<file path="src/rtl/uart_rx_param.sv">
// Oversampling UART receiver with a one-entry holding register.
// Reception runs at 16 ticks per bit. Data, parity and framing status are
// held until the consumer acknowledges with rd. A frame that completes while
// the holding register is still unread is dropped and sets a sticky overrun
// flag.
module uart_rx_param #(
  parameter int unsigned DBIT       = 8,
  parameter int unsigned SB_TICK    = 16,
  parameter int unsigned PARITY_EN  = 0,
  parameter int unsigned PARITY_ODD = 0,
  parameter int unsigned CLK_DIV    = 163,
  parameter int unsigned NB_STATE   = 3
) (
  input  logic            i_clock,
  input  logic            i_reset,
  input  logic            i_rx,
  input  logic            i_rd,
  output logic [DBIT-1:0] o_data,
  output logic            o_valid,
  output logic            o_parity_err,
  output logic            o_frame_err,
  output logic            o_overrun,
  output logic            o_busy
);

  // The sample counter grows past 4 bits when stop bits span more than 16 ticks.
  localparam int unsigned SW = (SB_TICK > 16) ? $clog2(SB_TICK) : 4;
  localparam int unsigned TW = (CLK_DIV > 1) ? $clog2(CLK_DIV) : 1;
  localparam int unsigned NW = (DBIT > 1) ? $clog2(DBIT) : 1;

  typedef enum logic [NB_STATE-1:0] {
    StIdle,
    StStart,
    StData,
    StParity,
    StStop
  } state_e;

  state_e          state_q;
  logic [SW-1:0]   s_q;
  logic [NW-1:0]   n_q;
  logic [DBIT-1:0] shreg_q;
  logic            par_err_q;
  logic [TW-1:0]   tick_cnt_q;
  logic            tick;
  logic            rx_meta_q;
  logic            rx_sync_q;
  logic            frame_done;
  logic            par_expect;

  // Two-flop synchronizer; the line idles high, so reset to 1.
  always_ff @(posedge i_clock) begin
    if (i_reset) begin
      rx_meta_q <= 1'b1;
      rx_sync_q <= 1'b1;
    end else begin
      rx_meta_q <= i_rx;
      rx_sync_q <= rx_meta_q;
    end
  end

  // Free-running oversampling tick generator.
  always_ff @(posedge i_clock) begin
    if (i_reset) begin
      tick_cnt_q <= '0;
    end else if (tick) begin
      tick_cnt_q <= '0;
    end else begin
      tick_cnt_q <= tick_cnt_q + 1'b1;
    end
  end

  assign tick = (tick_cnt_q == TW'(CLK_DIV - 1));

  // Parity bit value that a correct frame carries for the received payload.
  assign par_expect = (^shreg_q) ^ (PARITY_ODD != 0);

  assign frame_done = (state_q == StStop) && tick && (s_q == SW'(SB_TICK - 1));

  // Receive state machine: start qualification, data shift, parity, stop.
  always_ff @(posedge i_clock) begin
    if (i_reset) begin
      state_q   <= StIdle;
      s_q       <= '0;
      n_q       <= '0;
      shreg_q   <= '0;
      par_err_q <= 1'b0;
    end else begin
      unique case (state_q)
        StIdle: begin
          if (!rx_sync_q) begin
            state_q <= StStart;
            s_q     <= '0;
          end
        end
        StStart: begin
          if (tick) begin
            if (s_q == SW'(7)) begin
              // Still low mid start bit: a real frame, otherwise a glitch.
              if (!rx_sync_q) begin
                state_q   <= StData;
                s_q       <= '0;
                n_q       <= '0;
                par_err_q <= 1'b0;
              end else begin
                state_q <= StIdle;
              end
            end else begin
              s_q <= s_q + 1'b1;
            end
          end
        end
        StData: begin
          if (tick) begin
            if (s_q == SW'(15)) begin
              s_q     <= '0;
              shreg_q <= {rx_sync_q, shreg_q[DBIT-1:1]};
              if (n_q == NW'(DBIT - 1)) begin
                state_q <= (PARITY_EN != 0) ? StParity : StStop;
              end else begin
                n_q <= n_q + 1'b1;
              end
            end else begin
              s_q <= s_q + 1'b1;
            end
          end
        end
        StParity: begin
          if (tick) begin
            if (s_q == SW'(15)) begin
              s_q       <= '0;
              par_err_q <= (rx_sync_q != par_expect);
              state_q   <= StStop;
            end else begin
              s_q <= s_q + 1'b1;
            end
          end
        end
        StStop: begin
          if (tick) begin
            if (s_q == SW'(SB_TICK - 1)) begin
              s_q     <= '0;
              state_q <= StIdle;
            end else begin
              s_q <= s_q + 1'b1;
            end
          end
        end
        default: begin
          state_q <= StIdle;
        end
      endcase
    end
  end

  // Holding register: load on completion, drop on overrun, clear on read.
  always_ff @(posedge i_clock) begin
    if (i_reset) begin
      o_data       <= '0;
      o_valid      <= 1'b0;
      o_parity_err <= 1'b0;
      o_frame_err  <= 1'b0;
      o_overrun    <= 1'b0;
    end else if (frame_done) begin
      if (!o_valid || i_rd) begin
        o_data       <= shreg_q;
        o_parity_err <= par_err_q;
        o_frame_err  <= ~rx_sync_q;
        o_valid      <= 1'b1;
      end else begin
        o_overrun <= 1'b1;
      end
    end else if (i_rd && o_valid) begin
      o_valid   <= 1'b0;
      o_overrun <= 1'b0;
    end
  end

  assign o_busy = (state_q != StIdle);

endmodule

</file>
<file path="config.mk">
export PLATFORM = sky130hd
export DESIGN_NAME = uart_rx_param
export DESIGN_NICKNAME = d
export VERILOG_FILES = /design/src/rtl/uart_rx_param.sv
export SDC_FILE = /design/constraint.sdc
export NUM_CORES = 1
export LEC_CHECK = 0
export CORE_UTILIZATION = 45
export CTS_CLUSTER_DIAMETER = 150
export DETAILED_ROUTE_END_ITERATION = 16
export GPL_ROUTABILITY_DRIVEN = 0
export PLACE_DENSITY = 0.66
export SLEW_MARGIN = 15
export SYNTH_ARGS = -nofsm -noshare
export SYNTH_HDL_FRONTEND = slang
export SYNTH_SLANG_ARGS = --single-unit
</file>
<file path="constraint.sdc">
create_clock -name i_clock -period 3.02 [get_ports i_clock]
set_clock_uncertainty 0.1 [all_clocks]
set_input_delay 0.302 -clock i_clock [delete_from_list [all_inputs] [get_ports i_clock]]
set_output_delay 0.302 -clock i_clock [all_outputs]
set_load 0.02 [all_outputs]
</file>
## Word-level counts from Yosys, hierarchy flattened

Cells that the tools add are included.

- Flip-flop bits (word level): 41
- Bits in latches: 0
- Bits in writable memories: 0
- Bits in read-only memories: 0
- Bits of input ports: 4
- Output and inout port bits: 13
- Memories: 0

- Add/subtract/negate cells: 3
- Multiply operators: 0
- Divide/modulo/power cells: 0
- Magnitude comparators: 0
- Equality and inequality tests: 24
- Shift operators: 0
- Muxes and demuxes: 36
- Bitwise logic cells: 1
- Reductions and logical operators: 22

Operators by type and width:

| cell | number |
|---|---|
| $mux 3 | 16 |
| $ne 2x2->1 const B | 12 |
| $mux 4 | 5 |
| $pmux 3 s5 | 1 |
| $pmux 4 s3 | 1 |
| $mux 1 | 10 |
| $reduce_and 10->1 | 1 |
| $add 8x1->8 const B | 1 |
| $eq 8x8->1 const B | 1 |
| $reduce_xor 8->1 | 1 |
| $reduce_and 7->1 | 1 |
| $eq 3x2->1 const B | 2 |
| $eq 3x3->1 const B | 2 |
| $ne 2x1->1 const B | 3 |
| $pmux 3 s2 | 1 |
| $reduce_and 2->1 | 3 |
| $reduce_and 3->1 | 2 |
| $reduce_and 6->1 | 1 |
| $reduce_bool 2->1 | 3 |
| $reduce_bool 3->1 | 2 |
| $add 4x1->4 const B | 1 |
| $eq 4x3->1 const B | 1 |
| $eq 4x4->1 const B | 1 |
| $add 3x1->3 const B | 1 |
| other kinds (11) | 13 |

## Depth between registers and ports, before layout

Gate-level depths: netlist of run 1.

- Depth in word-level cells: 5
- Gate-level depth with buffers: 8
- Mapped depth without buffers: 6

## Worst setup path before layout of run 1

OpenSTA, ideal clock, no wires.

- Path type: reg-to-reg
- From: register tick_cnt_q[0]
- To: register n_q[0]
- Arrival time: 1.613 ns
- Required time: 2.849 ns
- Path slack: 1.237 ns
- Stages on the path, launching flop included: 8
- Period minus slack after synthesis: 1.783 ns
- Path through: dfxtp_1 -> inv_1 -> ha_1 -> and4b_1 -> buf_2 -> a21oi_2 -> or4_1 -> a21oi_1

- Cells in the longest elaborated chain, start to end: 3
- Elaborated cells between the ends (all ways): 4
- Classes of those cells: eq/ne: 3; reduce/logical: 1

RTL lines:

| what | RTL line | RTL |
|---|---|---|
| start, declared | 44 | `logic [TW-1:0] tick_cnt_q;` |
| start signal, assigned | 69 | `tick_cnt_q <= tick_cnt_q + 1'b1;` |
| $eq 8x8->1 * | 73 | `assign tick = (tick_cnt_q == TW'(CLK_DIV - 1));` |
| $ne 2x2->1 (no source line) | - |  |
| $reduce_and 7->1 (no source line) * | - |  |
| end signal, assigned | 121 | `n_q <= n_q + 1'b1;` |
| end, declared | 41 | `logic [NW-1:0] n_q;` |

Every way passes the cells marked *; elsewhere a longest branch is shown, timed or not.
A chain may end at the register's enable or synchronous reset.

## Final worst setup path of run 1

- From: register state_q[1]
- To: output o_busy

- Cells in the longest elaborated chain, start to end: 1

RTL lines:

| what | RTL line | RTL |
|---|---|---|
| start, declared | 39 | `state_e state_q;` |
| start signal, assigned | 83 | `state_q <= StIdle;` |
| start signal, assigned | 92 | `state_q <= StStart;` |
| start signal, assigned | 101 | `state_q <= StData;` |
| $reduce_bool 3->1 | 179 | `assign o_busy = (state_q != StIdle);` |
| end, declared | 23 | `output logic o_busy` |

Every way passes these cells.

==> flow_summary.toml, run 1 <==
[synth]
synthFlopType = "dfxtp_1"
yosysMostFrequentCell = "dfxtp_1"
synth-seq-area-share_pct = 38.5
synth_top_cell_area_share_pct = 38.5
async_flop_share_pct = 0
synth-edff-count = 0
yosysWarnings = 0
synth.distinct_cells = 57
yosys-top-cells-count = "dfxtp_1, a21oi_1, nand3_1, nor2_1, o21ai_0"
synth_area_leaders = "dfxtp_1, a21oi_1, nand3_1"
syn_area_sq_um = 2130
yosysTopAreaCell = "dfxtp_1"
postSynthAreaPerCell_sq_um = 8.89
syn_inst = 240
mappedNetlistNets = 249
ys_seq_elements = 41

[floorplan]
die_w_um = 70.9
fp.dieH_um = 70.9
ioPinCount = 17
coreArea_sq_um = 4440
dieArea_sq_um = 5020
initial_core_util_pct = 48.0
core.rowCount = 24

[place]
port_buffers = 16
dp_hpwl_um = 3170

[power_and_ir_drop]
p_clk_share_pct = 36.4
switchingPower_mw = 0.230
peakVddDrop_uv = 271
pwr-share-seq_pct = 58.2
p_int_mw = 0.725
switching_share_pct = 24.1
p_leak_nw = 0.847
p_comb_share_pct = 5.4
p_per_area_nw_per_um2 = 401
power.total_mw = 0.955

[worst_setup_path]
endpoint_kind = "output port"
cp_max_fo = 18
cp-start-kind = "register"
cpMaxStageDelayCell = "clkdlybuf4s50_1"
required_ns = 2.62
crit_chain = "nor3_1 -> inv_1 -> clkdlybuf4s50_1"
max_stage_delay_ns = 0.55
crit_type = "reg -> out"
cp.arrival_ns = 1.92

[drt]
drt_pre_antenna_iters = 6
vias_per_cell = 5.77
num_vias = 1736
drt-initial-drc-count = 123
post_drt_wl_per_cell_um = 14.9
detail-route-antenna-nets = 0
drc_errors = 0
drt-total-wl_um = 4490

[clock_tree]
cts_root_buf = "clkbuf_8"
clk_pin_slew_ns = 0.08
cts.repair.resized = 0
cts_tree = "done"
clock_tree.buffer_depth = 2
cts_buffers = 5
cts-htree-levels = 2
insertion_delay_ns = 0.29
cts.sinks = 41
postCtsHoldBufs = 0
postCtsSetupBuffers = 0

[sta]
period_share_pct = 76.7
worst_pin_slew_ns = 0.605
rsz0062_at_grt = "no"
finalCriticalPeriod_ns = 2.32
timing.fmax_mhz = 432
whs_ns = 0.313
finalSetupViolCount = 0
hold_viol_final = 0
relSlewSlack_pct = 59.6
tns_ns = 0
final-max-slew-violation-count = 0

[status]
outcome = "complete, no violations"

[final_layout]
antenna_cells = 0
layout-drive-gt1-share_pct = 7.23
final_net_count = 257
area_growth_syn_to_layout_pct = 11.6
postLayoutCoreUtil_pct = 53.5

[worst_hold_path]
hold_class = "reg -> reg"

[global_routing]
grt_pass1_vias = 1623
grt_usage_pct = 19.3
grt_pass1_wl_um = 7760
antenna_found_initial = 0
grt-ovfl-total = 0
grt_max_degree = 19

[run]
cap_violations = 0
-- cell usage in the layout (no fill, tap or decap), types with 2 or more instances in the layout --
cell type / n
or4_1: 3
a41oi_1: 2
nor2_1: 17
inv_1: 6
nand2b_1: 5
o31ai_1: 4
xor2_1: 5
a311oi_1: 2
mux2i_1: 8
a21oi_1: 19
o21ai_0: 13
ha_1: 5
nand3_1: 19
buf_4: 2
a211o_1: 2
o41ai_1: 2
nor3_1: 8
xnor2_1: 10
o21ai_1: 2
clkbuf_8: 5
or2_2: 3
o211ai_1: 4
o21a_1: 2
nand4_1: 5
or3_1: 2
nand2_1: 3
clkdlybuf4s50_1: 16
nor3b_1: 2
clkinv_2: 2
dfxtp_1: 41
and3_1: 3
-- cell families after synthesis --
logic type / Yosys count / share of synthesized area [%]
flip-flops: 41 / 38.5
buffers and inverters: 23 / 4.81
XOR/XNOR: 16 / 7.21
AO/OA/AOI/OAI: 61 / 18.4
multiplexers: 8 / 3.75
adder cells (fa/ha/maj): 5 / 2.93
AND/OR/NAND/NOR: 86 / 24.4
-- power groups by stage --
stage | Sequential, mW | Clock [mW] | Combinational [mW]
after floorplan | 0.564 | 0 | 0.0396
after global placement | 0.568 | 0 | 0.0512
after detailed placement | 0.568 | 0 | 0.0514
after CTS | 0.555 | 0.356 | 0.0513
after global routing | 0.557 | 0.384 | 0.0565
final | 0.555 | 0.348 | 0.0516
-- sequential cells by signal, indices dropped and copies added, names as in the netlist --
signal        flops
rx_meta_q         1
o_valid           1
tick_cnt_q        8
o_data            8
shreg_q           8
o_overrun         1
n_q               3
o_frame_err       1
rx_sync_q         1
state_q           3
o_parity_err      1
par_err_q         1
s_q               4
-- layer usage --
| layer | up-vias | wire, um | share of wire, % | GRT usage, % |
|---|---|---|---|---|
| met2 | 27 | 1950 | 43 | 28.2 |
| met3 | 6 | 140 | 3.1 | 4.70 |
| met5 | - | 0 | 0 | 0 |
| met1 | 801 | 2350 | 52 | 28.4 |
| li1 | 902 | - | - | - |
| met4 | 0 | 53 | 1.2 | 5.33 |
-- path summary, 6_finish.rpt --
| check | end | slack, ns | start | depth (start not counted) |
|---|---|---|---|---|
| worst min-delay path | rx_sync_q | 0.31 | rx_meta_q | 1 |
| worst max register to register | shreg_q[5] | 0.80 | state_q[1] | 4 |
| worst min register to register | rx_sync_q | 0.31 | rx_meta_q | 1 |
| worst max-delay path | o_busy | 0.70 | state_q[1] | 3 |
-- cell type report --
class | count | area, sq um
sequential | 41 | 821
fill | 448 | 2060
inverter | 6 | 22.5
clock inverter | 3 | 17.5
clock buffer | 5 | 68.8
multi-input combinational | 176 | 1210
timing repair buffer | 18 | 175
tap | 52 | 65.1
-- worst max-delay path: cells and delay by family, from the launching register on --
kind                   cells  cell delay [ns]
AND/OR/NAND/NOR            1             0.50
buffers and inverters      2             0.63
flip-flops                 1             0.50
-- stage by stage --
step           instance area (sq um)  setup slack [ns]  std cells
2_1_floorplan                   2130              1.24        240
3_3_place_gp                    2290             0.850        293
3_5_place_dp                    2290             0.830        293
4_1_cts                         2380             0.701        301
5_1_grt                         2380             0.543        301
6_report                        2380             0.703        301
Note: power is estimated with default switching activity, not from simulation.
==> run 2: changes to the inputs <==
Settings changed: PLACE_DENSITY 0.66 to 0.69.
Clock period 3.02 ns to 2 ns, I/O delays scaled along.
==> run 2 against run 1 <==
Net effect:
- clock power up 58%
- first-iteration DRC count rose by 68%
- critical path type unchanged
- sequential cell count unchanged
- hold slack improved by 0.0016 ns
- sequential power up 50%
- non-clock buffer count rose by 25
- routed wire length rose by 8.6%
- die area unchanged
- largest cell class unchanged
==> flow_summary.toml, run 2 (synthesis results as in run 1) <==
[status]
outcome = "complete, no violations"

[sta]
finalSetupViolCount = 0
whs_ns = 0.315
relSlewSlack_pct = 67.3
period_share_pct = 93.5
worst_pin_slew_ns = 0.478
tns_ns = 0
hold_viol_final = 0
final-max-slew-violation-count = 0
finalCriticalPeriod_ns = 1.87
rsz0062_at_grt = "no"
timing.fmax_mhz = 535

[floorplan]
core.rowCount = 24
coreArea_sq_um = 4440
ioPinCount = 17
die_w_um = 70.9
fp.dieH_um = 70.9
dieArea_sq_um = 5020
initial_core_util_pct = 48.0

[place]
port_buffers = 16
dp_hpwl_um = 3610
dpl-instance-area_sq_um = 2480

[worst_setup_path]
endpoint_kind = "output port"
max_stage_delay_ns = 0.53
crit_chain = "nor3_4 -> inv_1 -> clkdlybuf4s50_1"
cpMaxStageDelayCell = "clkdlybuf4s50_1"
cp_max_fo = 12
required_ns = 1.70
cp_top_family = "buffers and inverters"
worst-path-buf-inv = 2
crit_type = "reg -> out"
cp.arrival_ns = 1.57
cp-start-kind = "register"

[global_routing]
grt_max_degree = 28
grt_pass1_vias = 1698
grt-ovfl-total = 0
grt_usage_pct = 20.8
grt_pass1_wl_um = 8290
antenna_found_initial = 0

[clock_tree]
cts_tree = "done"
cts_buffers = 5
insertion_delay_ns = 0.29
cts.sinks = 41
clock_tree.buffer_depth = 2
clk_pin_slew_ns = 0.08
postCtsHoldBufs = 0
cts-htree-levels = 2
cts_root_buf = "clkbuf_8"

[final_layout]
area_growth_syn_to_layout_pct = 23.6
final_net_count = 282
final_cell_mix = "dfxtp_1, buf_4, nand3_1, a21oi_1, nor2_1"
top_regs = "o_data x8, shreg_q x8, tick_cnt_q x8"
antenna_cells = 0
layout_commonest_cell = "dfxtp_1"
finalInstanceArea_sq_um = 2640
layout-drive-gt1-share_pct = 19.3

[drt]
drt-total-wl_um = 4870
post_drt_wl_per_cell_um = 14.9
drt_pre_antenna_iters = 4
num_vias = 1886
drc_errors = 0
detail-route-antenna-nets = 0
vias_per_cell = 5.79
drt-initial-drc-count = 207

[power_and_ir_drop]
peakVddDrop_uv = 462
p_leak_nw = 0.997
power.total_mw = 1.49
p_per_area_nw_per_um2 = 565

[worst_hold_path]
hold_class = "reg -> reg"

[run]
cap_violations = 0
-- run 2: metal layers --
layer  GRT usage, %  vias to the layer above  wire, um
li1               -                      953         -
met1           30.1                      861      2330
met2           31.6                       70      2170
met3           3.42                        2       341
met4           6.67                        0        31
met5              0                        -         0
-- run 2: per-stage QoR --
stage,utilization (%),setup WS (ns),std cells
finish,59.3,0.131,326
detailed placement,55.8,0.0651,316
floorplan,-,0.217,240
CTS,58.1,0.0522,324
global placement,55.8,0.0718,316
global route,59.3,0.0176,326
-- run 2: area by class of cell --
cell class	count	area [sq um]
inverters	6	22.5
well taps	52	65.1
flip-flops and latches	41	825
multi-input cells	176	1250
clock inverters	3	21.3
fillers	408	1810
clock buffers	5	68.8
repair buffers	43	388
-- run 2: path summary, 6_finish.rpt --
| kind | startpoint | endpoint | slack (ns) | cells after the start |
|---|---|---|---|---|
| worst min-delay path | rx_meta_q | rx_sync_q | 0.31 | 1 |
| worst min register to register | rx_meta_q | rx_sync_q | 0.31 | 1 |
| worst max-delay path | state_q[0] | o_busy | 0.13 | 3 |
| worst max register to register | s_q[0] | n_q[0] | 0.14 | 5 |
-- run 2: timing repair --
action / in CTS / in global routing
gates resized for setup: 2 / 9
setup buffers: 0 / 2
pin swaps: 0 / 2
hold endpoints to repair: 0 / 0
setup endpoints to repair: 1 / 13
-- run 2: power by group --
group	leakage (nW)	switching [mW]	total [mW]	internal (mW)
clock	0.0445	0.303	0.551	0.248
combinational	0.620	0.0577	0.106	0.0481
sequential	0.333	0.00959	0.834	0.824
total	0.997	0.371	1.49	1.12
